==> src/rtl/bcd_ctr_n.sv <==
// N-digit BCD up/down counter with load, inclusive upper limit, and wrap/saturate mode.
// co is combinational terminal count for cascading; wrap pulses one cycle after a wrap step.

module bcd_digit (
  input  logic [3:0] q,
  input  logic [3:0] d,
  input  logic [3:0] lim,
  input  logic       cin,
  input  logic       bin,
  output logic [3:0] dc,
  output logic [3:0] lc,
  output logic [3:0] q_inc,
  output logic [3:0] q_dec
);
  always_comb begin
    dc    = (d   > 4'd9) ? 4'd9 : d;
    lc    = (lim > 4'd9) ? 4'd9 : lim;
    q_inc = q;
    q_dec = q;
    if (cin) q_inc = (q == 4'd9) ? 4'd0 : q + 4'd1;
    if (bin) q_dec = (q == 4'd0) ? 4'd9 : q - 4'd1;
  end
endmodule

module bcd_ctr_n #(
  parameter int DIGITS = 4
) (
  input  logic                  clk,
  input  logic                  clr_n,
  input  logic                  en,
  input  logic                  ld,
  input  logic                  up,
  input  logic                  sat,
  input  logic [4*DIGITS-1:0]   d,
  input  logic [4*DIGITS-1:0]   lim,
  output logic [4*DIGITS-1:0]   q,
  output logic                  co,
  output logic                  wrap
);
  logic [DIGITS-1:0][3:0] q_r, q_nxt, dc_v, lc_v, inc_v, dec_v;
  logic [DIGITS-1:0]      cy, bw;
  logic                   wrap_nxt, ge, gt, zero;

  // cy[g]: all lower digits are 9 (increment ripples in); bw[g]: all lower are 0.
  assign cy[0] = 1'b1;
  assign bw[0] = 1'b1;

  genvar g;
  generate
    for (g = 0; g < DIGITS; g++) begin : g_dig
      if (g > 0) begin : g_chain
        assign cy[g] = cy[g-1] & (q_r[g-1] == 4'd9);
        assign bw[g] = bw[g-1] & (q_r[g-1] == 4'd0);
      end
      bcd_digit u_dig (
        .q    (q_r[g]),
        .d    (d[4*g +: 4]),
        .lim  (lim[4*g +: 4]),
        .cin  (cy[g]),
        .bin  (bw[g]),
        .dc   (dc_v[g]),
        .lc   (lc_v[g]),
        .q_inc(inc_v[g]),
        .q_dec(dec_v[g])
      );
    end
  endgenerate

  // Every nibble is <= 9, so packed compare equals digit-wise MSD-first compare.
  assign ge   = (q_r >= lc_v);
  assign gt   = (q_r >  lc_v);
  assign zero = (q_r == '0);
  assign co   = en & ((up & ge) | (~up & zero));
  assign q    = q_r;

  always_comb begin
    q_nxt    = q_r;
    wrap_nxt = 1'b0;
    if (ld) begin
      q_nxt = (dc_v < lc_v) ? dc_v : lc_v;
    end else if (en) begin
      if (up) begin
        if (!ge)      q_nxt = inc_v;
        else if (sat) q_nxt = lc_v;
        else begin
          q_nxt    = '0;
          wrap_nxt = 1'b1;
        end
      end else begin
        if (gt)         q_nxt = lc_v;
        else if (!zero) q_nxt = dec_v;
        else if (!sat) begin
          q_nxt    = lc_v;
          wrap_nxt = 1'b1;
        end
      end
    end
  end

  always_ff @(posedge clk or negedge clr_n) begin
    if (!clr_n) begin
      q_r  <= '0;
      wrap <= 1'b0;
    end else begin
      q_r  <= q_nxt;
      wrap <= wrap_nxt;
    end
  end
endmodule
==> config.mk <==
export PLATFORM = sky130hd
export DESIGN_NAME = bcd_ctr_n
export DESIGN_NICKNAME = d
export VERILOG_FILES = /design/src/rtl/bcd_ctr_n.sv
export SDC_FILE = /design/constraint.sdc
export NUM_CORES = 1
export LEC_CHECK = 0
export CORE_ASPECT_RATIO = 1.5
export CORE_MARGIN = 3
export CORE_UTILIZATION = 48
export CTS_BUF_LIST = sky130_fd_sc_hd__clkbuf_4 sky130_fd_sc_hd__clkbuf_8 sky130_fd_sc_hd__clkbuf_16
export DETAILED_ROUTE_END_ITERATION = 10
export PLACE_DENSITY = 0.8
export SETUP_SLACK_MARGIN = 0.4
export SLEW_MARGIN = 20
export SYNTH_ARGS = -nofsm -noshare
export SYNTH_HDL_FRONTEND = slang
export SYNTH_SLANG_ARGS = --single-unit
export TNS_END_PERCENT = 30
==> constraint.sdc <==
create_clock -name clk -period 3.54 [get_ports clk]
set_input_delay 0.708 -clock clk [delete_from_list [all_inputs] [get_ports clk]]
set_output_delay 0.708 -clock clk [all_outputs]
set_load 0.1 [all_outputs]
==> impl_metrics.ini, run 1 <==
[placement]
place_congestion = 0.968
hpwl_um = 8450
portBuffers = 55

[timing]
slew_violations = 0
fmaxAchievable_ghz = 0.269
period_minus_slack_ns = 3.71
tightest_slew_ns = 1.03
hold_ws_ns = 0.642
setup_tns_ns = -0.828
rsz0062_at_grt = true
slew_headroom = 0.311
setup_ws_ns = -0.175
finalHoldViolCount = 0
period_share = 1.05
setup_viol = 12
fin_worst_skew_ns = 0.00344

[power]
p_leak_nw = 2.03
p_comb_frac = 0.823
power_density_nw_per_um2 = 767
p_seq_frac = 0.127
ir_drop_v = 0.000567
p_clk_frac = 0.050
p_int_mw = 1.54
swShare = 0.580
switchingPower_mw = 2.12

[setup_path]
r2r_cells = 13
path_delay_family = simple AND/OR/NAND/NOR gates
critPathKind = input port to output port
max_stage_delay_ns = 0.53
crit_chain = buf_8 > clkinvlp_4 > nand2_1 > ha_4 > nand4_4 > buf_4 > or4_4 > nor2_4 > buf_12 > nor2_4 > nand2_2 > o211a_4 > buf_12
cpMaxStageDelayCell = or4_4
crit_buf_inv = 5
worstPathArrival_ns = 3.01
end_kind = output port
worst_ep_required_time_ns = 2.83
r2r_slack_ns = 0.13
reg2reg_from = q[11]$_DFFE_PN0P_
critPathLaunchType = input port
r2r_end = q[13]$_DFFE_PN0P_
critPathMaxFanout = 5

[clocking]
cts_root_buf = clkbuf_8
clk_pin_slew_ns = 0.09
clkLatencyLatePin_ns = 0.27
cts_tree = built
cts_made_buffers = 3
cts_htree_levels = 1
clockBufferDepth = 2
cts_sinks = 17

[yosys]
synth_area_leaders = dfrtp_1, ha_1, nand2_1
ys.flop_type = dfrtp_1
async_flop_share = 1.00
yosys.area.top_type = dfrtp_1
yosys.area.top_type_share = 0.149
synth-edff-count = 0
synth_seq_cells = 17
syn-num-nets = 455
syn_area_per_cell_um2 = 7.38
ys_warn_count = 0
synthCells = 386
seq_area_frac_synth = 0.149
netlist-cell-type-count = 67
mappedNetlistArea_um2 = 2850

[global_routing]
grt_overflow = 0
grt_pass1_vias = 4092
grt_max_degree = 18
grt_first_pass_wirelength_um = 19000
antenna_found_initial = 0
track_usage = 0.360

[run_status]
status = complete, but fails checks
violations = negative setup slack

[die]
die_h_um = 100
rows = 33
fp.dieArea_um2 = 6910
die_w_um = 68.9
initial_utilization = 0.507
core_um2 = 5620
ios = 56

[route]
route.detailed.wl_per_inst_um = 23.1
viasPerCell = 6.79
dr.pass1.iters = 6
drt_wl_total_um = 14100
post-route-drc-count = 0
dr_total_vias = 4141
drt_iter0_drc = 355
ant_nets = 0

[final_layout]
area_growth_pct = 67.3
nNetsFinal = 610
antennaDiodeCount = 0
drive_gt1_frac = 0.430

[hold_path]
hp-class = flip-flop to flip-flop
worstHoldStart = q[11]$_DFFE_PN0P_
holdPathStages = 1
min_to = q[11]$_DFFE_PN0P_

[run]
maxCapViolCount = 0
layout by cell type, fill, tap and decap left out, types with 5 or more instances in the layout:
master	instances
o211ai_1	8
nor2_1	28
o21ai_1	6
nand2_2	6
ha_4	10
o31a_1	5
o21ai_0	18
buf_6	20
nand3_1	7
dlygate4sd2_1	5
nand2b_1	6
nand2_1	37
inv_1	15
nor2b_1	10
buf_4	113
nor3_1	5
a21oi_1	21
a31oi_1	11
nor2_2	11
mux2i_1	5
clkdlybuf4s50_1	23
dfrtp_1	10
o22ai_1	7
dfrtp_2	7
ha_1	21
per-layer routing:
| layer | vias up | GRT usage | part of all wire |
|---|---|---|---|
| li1 | 1774 | - | - |
| met4 | 0 | 0.299 | 0.099 |
| met5 | - | 0 | 0 |
| met2 | 320 | 0.624 | 0.49 |
| met1 | 1912 | 0.358 | 0.32 |
| met3 | 135 | 0.0571 | 0.091 |
area by class of cell:
| type | count | area (um^2) |
|---|---|---|
| Multi-Input combinational cell | 327 | 2620 |
| Timing Repair Buffer | 172 | 1490 |
| Sequential cell | 17 | 434 |
| Fill cell | 332 | 850 |
| Tap cell | 70 | 87.6 |
| Clock buffer | 4 | 48.8 |
| Inverter | 20 | 81.3 |
worst max path at each step:
stage	start	endpoint	slack, ns	cells past startpoint
2_1_floorplan	lim[15]	co	0.03	12
3_3_place_gp	lim[15]	co	-0.57	12
3_5_place_dp	lim[15]	co	-0.61	12
4_1_cts	lim[15]	co	-0.15	13
5_1_grt	lim[15]	co	-0.24	13
6_report	lim[15]	co	-0.17	13
logic make-up (layout without fill, tap and decap cells):
group / after synthesis / count (layout) / share of synthesized area
fa+ha+maj: 31 / 31 / 0.136
simple gates: 148 / 148 / 0.269
xor+xnor: 1 / 1 / 0.00307
compound gates: 136 / 136 / 0.340
buf+inv: 42 / 196 / 0.0615
flops: 17 / 17 / 0.149
mux: 11 / 11 / 0.0404
power groups by stage:
stage                     clock network (mW)  logic, mW  registers (mW)
after floorplan                            0       1.08            1.04
after global placement                     0       2.44           0.418
after detailed placement                   0       2.49           0.420
after CTS                              0.173       2.70           0.427
after global routing                   0.186       3.17           0.468
final                                  0.182       3.01           0.466
sequential cells by signal (all words and copies together) (netlist names):
| signal | cells |
|---|---|
| q | 16 |
| wrap | 1 |
synthesized netlist by cell type (all sizes together) (2+ instances only):
| library cell | n |
|---|---|
| nand2 | 44 |
| nor2 | 41 |
| ha | 31 |
| a21oi | 27 |
| o21ai | 26 |
| inv | 20 |
| clkbuf | 18 |
| dfrtp | 17 |
| nor2b | 13 |
| a31oi | 12 |
| o211ai | 8 |
| o22ai | 8 |
| a221oi | 7 |
| mux2i | 7 |
| nand3 | 7 |
| nand2b | 6 |
| nor3 | 6 |
| a211oi | 5 |
| nand4 | 5 |
| nor3b | 5 |
| nor4 | 5 |
| o31a | 5 |
| a22oi | 4 |
| buf | 4 |
| mux2 | 4 |
| o22a | 4 |
| or3 | 4 |
| and2 | 3 |
| o21a | 3 |
| o221ai | 3 |
| or2 | 3 |
| or4 | 3 |
| a211o | 2 |
| a221o | 2 |
| a22o | 2 |
| a31o | 2 |
| o211a | 2 |
| o221a | 2 |
metrics by stage:
step	std cells	util	setup WS [ns]	area, um^2	power, mW
2_1_floorplan	386	-	0.0327	2880	2.11
3_3_place_gp	579	0.726	-0.569	4080	2.86
3_5_place_dp	579	0.726	-0.614	4080	2.91
4_1_cts	604	0.801	-0.152	4500	3.30
5_1_grt	610	0.849	-0.242	4770	3.82
6_report	610	0.849	-0.175	4770	3.66
worst register-to-register path, delay by kind of cell, from the launching register on:
family,cells,cell delay [ns]
AO/OA/AOI/OAI,3,0.55
adder cells (fa/ha/maj),1,0.38
buffers and inverters,4,0.61
flip-flops,1,0.47
multiplexers,1,0.08
AND/OR/NAND/NOR,4,1.26
what timing repair did:
item                                    CTS  global route
hold buffers                              0             0
buffers inserted                         21             6
gates cloned                              0             0
pin swaps                                39            29
gates resized for setup                  91            46
endpoints found under the setup margin   18            17
(Power assumes the default switching activity.)
==> run 2: changes to the inputs <==
CELL_PAD_IN_SITES_DETAIL_PLACEMENT = 0   (was not set)
CELL_PAD_IN_SITES_GLOBAL_PLACEMENT = 2   (was not set)
CORE_UTILIZATION = 27   (was 48)
==> run 2 against run 1 <==
  * The flow still finishes with violations (negative setup slack)
  * Clock power increased by 43%
  * Sequential share of layout area increased by 0.10 points
  * Critical endpoint unchanged
  * Utilization decreased by 39 points
  * Critical path depth unchanged
==> impl_metrics.ini, run 2 (synthesis gave the netlist of run 1 again) <==
[setup_path]
r2r_cells = 14
worstPathArrival_ns = 2.89
r2r_end = q[11]$_DFFE_PN0P_
r2r_slack_ns = 0.18
worst_ep_required_time_ns = 2.83
reg2reg_from = q[6]$_DFFE_PN0P_
critPathLaunchType = input port
critPathMaxFanout = 5
critPathKind = input port to output port
end_kind = output port

[clocking]
cts_htree_levels = 1
cts_root_buf = clkbuf_16
clkLatencyLatePin_ns = 0.26
cts_made_buffers = 3
clockBufferDepth = 2
clk_pin_slew_ns = 0.06
cts_sinks = 17
cts_tree = built

[final_layout]
design_area_um2 = 4710
layout_common_cells = buf_4, nand2_1, nor2_1
final_common_cell = buf_4
antennaDiodeCount = 0
area_growth_pct = 65.4
nNetsFinal = 602
largest_reg_flops = 16
drive_gt1_frac = 0.421
fillers = 1021
final_core_util = 0.462

[die]
core_um2 = 10200
ios = 56
fp.dieArea_um2 = 11800
die_w_um = 89.9
rows = 45
initial_utilization = 0.280
die_h_um = 132

[power]
p_clk_frac = 0.073
power_density_nw_per_um2 = 760
p_seq_frac = 0.124
switchingPower_mw = 1.98
swShare = 0.554
p_int_mw = 1.60
ir_drop_v = 0.000559
p_leak_nw = 1.97
p_comb_frac = 0.803

[route]
met2_length_um = 6100
drt_iter0_drc = 98
dr_total_vias = 3597
drt_wl_total_um = 11400
wl_met1_um = 4380
route.detailed.wl_per_inst_um = 17.0
viasPerCell = 5.34
ant_nets = 0
dr_wl_met3_um = 412
dr.pass1.iters = 4
post-route-drc-count = 0
dr.max_layer_used = met4

[timing]
tightest_slew_ns = 0.962
hold_ws_ns = 0.399
period_share = 1.02
slew_violations = 0
slew_headroom = 0.356
rsz0062_at_grt = true
fmaxAchievable_ghz = 0.278
setup_viol = 2
setup_ws_ns = -0.0612
period_minus_slack_ns = 3.60
finalHoldViolCount = 0
setup_tns_ns = -0.0722
fin_worst_skew_ns = 0.00754

[global_routing]
grt_first_pass_wirelength_um = 18800
track_usage = 0.193
grt_max_degree = 18
grt_overflow = 0
grt_pass1_vias = 3790
antenna_found_initial = 0

[placement]
place_congestion = 0.922
portBuffers = 55
hpwl_um = 9020
dpl_cell_area_um2 = 4210

[run_status]
violations = negative setup slack
status = complete, but fails checks

[hold_path]
hp-class = input port to asynchronous set/reset pin

[run]
maxCapViolCount = 0
-- run 2: cell count changes in the layout (fill, tap and decap cells not counted), sizes merged --
cell | previous run | this run
dlymetal6s2s | 1 | 0
clkdlybuf4s50 | 23 | 20
clkbuf | 5 | 8
buf | 137 | 134
clkdlybuf4s15 | 5 | 1
-- run 2: how the worst max path moves through the flow --
stage,from,to,slack (ns),cells after the start
2_1_floorplan,lim[15],co,0.03,12
3_3_place_gp,lim[11],q[11]$_DFFE_PN0P_,-0.62,15
3_5_place_dp,lim[11],q[11]$_DFFE_PN0P_,-0.61,15
4_1_cts,lim[15],co,-0.18,13
5_1_grt,lim[15],co,-0.14,13
6_report,lim[15],co,-0.06,13
-- run 2: timing repair --
action	4_1_cts	5_1_grt
setup endpoints to repair	18	17
pin swaps	32	37
gates resized for setup	97	45
setup buffers	6	8
hold buffers	0	0
hold endpoints to repair	0	0
-- run 2: cell type report --
type	instances	area [um^2]	share of cell area
multi-input cells	327	2570	0.545
repair buffers	164	1370	0.291
flip-flops and latches	17	434	0.0921
well taps	141	176	0.0374
clock buffers	4	82.6	0.0175
inverters	20	81.3	0.0173
-- run 2: worst max-delay path: stages --
cell	delay [ns]
buf_8	0.10
clkinvlp_4	0.10
nor2_2	0.04
nor2_2	0.14
ha_4	0.23
nand4_4	0.11
nor2_2	0.05
or3_4	0.36
or4_4	0.53
nor2_4	0.14
nand2_2	0.06
o211a_4	0.15
buf_12	0.16
-- run 2: power by group through the flow --
| stage | sequential [mW] | combinational, mW | clock, mW |
|---|---|---|---|
| 6_report | 0.443 | 2.88 | 0.261 |
| 5_1_grt | 0.461 | 3.08 | 0.270 |
| 4_1_cts | 0.436 | 2.67 | 0.262 |
| 3_5_place_dp | 0.422 | 2.55 | 0 |
| 3_3_place_gp | 0.415 | 2.53 | 0 |
| 2_1_floorplan | 1.04 | 1.08 | 0 |
-- run 2: metal layers --
layer,track usage,vias up
li1,-,1755
met1,0.206,1705
met2,0.374,98
met3,0.0160,39
met4,0.0963,0
met5,0,-
-- run 2: per-stage QoR --
step	power [mW]	setup WS (ns)	std cells
2_1_floorplan	2.11	0.0327	386
4_1_cts	3.37	-0.177	665
3_5_place_dp	2.98	-0.615	655
3_3_place_gp	2.95	-0.621	655
6_report	3.58	-0.0612	673
5_1_grt	3.81	-0.139	673
==> run 3: changes to the inputs <==
clock period = 3.1 ns   (was 3.54 ns; I/O delays follow)
==> run 3 against run 2 <==
  * The flow still finishes with violations (negative setup slack)
  * Setup slack worse by 0.30 ns
  * Register-to-register slack worse by 0.23 ns
  * Critical path depth unchanged
  * Clock power up 11%
  * Cell count up 4.3%
  * Wire length up 5.4%
  * Cell area up 5.8%
  * Sequential share of layout area down 0.38 points
  * Sequential power up 1%
  * Non-clock buffer count up 29
  * Combinational power up 23%
  * Count of clock-buffer cells in the layout unchanged
  * Critical endpoint unchanged
  * Largest cell class unchanged
  * Largest power group unchanged
==> impl_metrics.ini, run 3 (synthesis gave the netlist of run 1 again) <==
[route]
dr_total_vias = 3703
route.detailed.wl_per_inst_um = 17.1
dr.pass1.iters = 6
viasPerCell = 5.27
post-route-drc-count = 0
drt_iter0_drc = 131
ant_nets = 0
drt_wl_total_um = 12000

[timing]
setup_tns_ns = -3.76
tightest_slew_ns = 0.452
setup_viol = 17
setup_ws_ns = -0.358
period_minus_slack_ns = 3.46
fmaxAchievable_ghz = 0.289
rsz0062_at_grt = true
slew_headroom = 0.697
fin_worst_skew_ns = 0.00554
slew_violations = 0
period_share = 1.12
finalHoldViolCount = 0

[setup_path]
r2r_end = q[9]$_DFFE_PN0P_
crit_chain = buf_2 > nor2_2 > nor2_2 > nor2_2 > ha_1 > nand4_2 > nor2_1 > or3_4 > or4_4 > nor2_4 > nand2_2 > o211a_4 > buf_12
critPathLaunchType = input port
critPathKind = input port to output port
critPathMaxFanout = 3
reg2reg_from = q[11]$_DFFE_PN0P_
crit_buf_inv = 2
path_delay_family = simple AND/OR/NAND/NOR gates
worst_ep_required_time_ns = 2.48
cp_common_cell = nor2_2
cpMaxStageDelayCell = or4_4
r2r_cells = 12
worstPathArrival_ns = 2.84
max_stage_delay_ns = 0.53
crit_cells = 13
end_kind = output port
r2r_slack_ns = -0.05

[placement]
dp_cells = 680
hpwl_um = 9520
place_congestion = 0.861
portBuffers = 55
dp_slack_ns = -0.952

[die]
core_um2 = 10200
initial_utilization = 0.280
ios = 56
die_h_um = 132
die_w_um = 89.9
rows = 45
fp.dieArea_um2 = 11800

[clocking]
cts_made_buffers = 3
cts_tree = built
clkLatencyLatePin_ns = 0.26
clockBufferDepth = 2
cts_htree_levels = 1
clk_pin_slew_ns = 0.06
cts_sinks = 17
cts.hold.buffers_added = 0
cts_root_buf = clkbuf_16

[final_layout]
largest_reg_flops = 16
layout_common_cells = buf_4, nand2_1, nor2_1
nNetsFinal = 631
antennaDiodeCount = 0
final_common_cell = buf_4
fillers = 1015
area_growth_pct = 75.1
drive_gt1_frac = 0.458
multi_input_area_um2 = 2590
regArea_um2 = 440
final_cells = 702

[run_status]
violations = negative setup slack
status = complete, but fails checks

[hold_path]
min_to = q[15]$_DFFE_PN0P_
holdPathStages = 3
hp-class = flip-flop to flip-flop
worstHoldStart = q[15]$_DFFE_PN0P_

[global_routing]
grt_overflow = 0
grt_max_degree = 18
grt_first_pass_wirelength_um = 19500
track_usage = 0.204
antenna_found_initial = 0
grt_pass1_vias = 3963

[power]
p_leak_nw = 2.13
ir_drop_v = 0.000429
power_density_nw_per_um2 = 858

[run]
maxCapViolCount = 0
run 3: changes by cell type in the layout (fill, tap and decap cells not counted), moves of 3 or more:
| cell | change |
|---|---|
| buf_4 | +33 |
| buf_2 | -4 |
| nor2_2 | -3 |
| buf_6 | -5 |
| dfrtp_2 | +5 |
| dfrtp_1 | -5 |
| nor2_1 | +3 |
run 3: repair_timing:
item                                   4_1_cts  5_1_grt
pin swaps                                   39       34
endpoints found under the hold margin        0        0
gates resized for setup                     85       38
buffers inserted                            13        5
setup endpoints to repair                   18       18
run 3: worst max path at each step:
stage	from	slack, ns	to
2_1_floorplan	lim[15]	-0.23	co
3_3_place_gp	lim[15]	-0.88	q[5]$_DFFE_PN0P_
3_5_place_dp	lim[15]	-0.95	q[5]$_DFFE_PN0P_
4_1_cts	lim[15]	-0.43	co
5_1_grt	lim[13]	-0.44	co
6_report	lim[13]	-0.36	co
run 3: cell type report:
type,instances,area share
clock buffers,4,0.0166
inverters,20,0.0158
multi-input cells,327,0.520
flip-flops and latches,17,0.0883
well taps,141,0.0354
repair buffers,193,0.324
run 3: metrics by stage:
stage	utilization	cell area, um^2	power [mW]	hold WS (ns)
global route	0.489	4990	4.56	0.713
finish	0.489	4990	4.28	0.697
floorplan	-	2890	2.42	0.324
global placement	0.433	4410	3.50	0.642
CTS	0.471	4800	4.10	0.669
detailed placement	0.433	4410	3.54	0.654
run 3: metal layers:
metal	global-route usage	part of all wire	vias to the layer above
met5	0	0	-
met4	0.106	0.052	0
met3	0.0217	0.041	38
met2	0.417	0.55	101
met1	0.194	0.36	1745
li1	-	-	1819
run 3: worst min-delay path: cells and delay by family (launching register included):
kind                   cells  cell delay [ns]
buffers and inverters      1             0.16
AND/OR/NAND/NOR            1             0.06
AO/OA/AOI/OAI              1             0.05
flip-flops                 1             0.39
run 3: power breakdown:
group	total, mW	switching (mW)	internal, mW
logic	3.54	2.10	1.44
registers	0.449	0.109	0.340
clock network	0.291	0.107	0.184
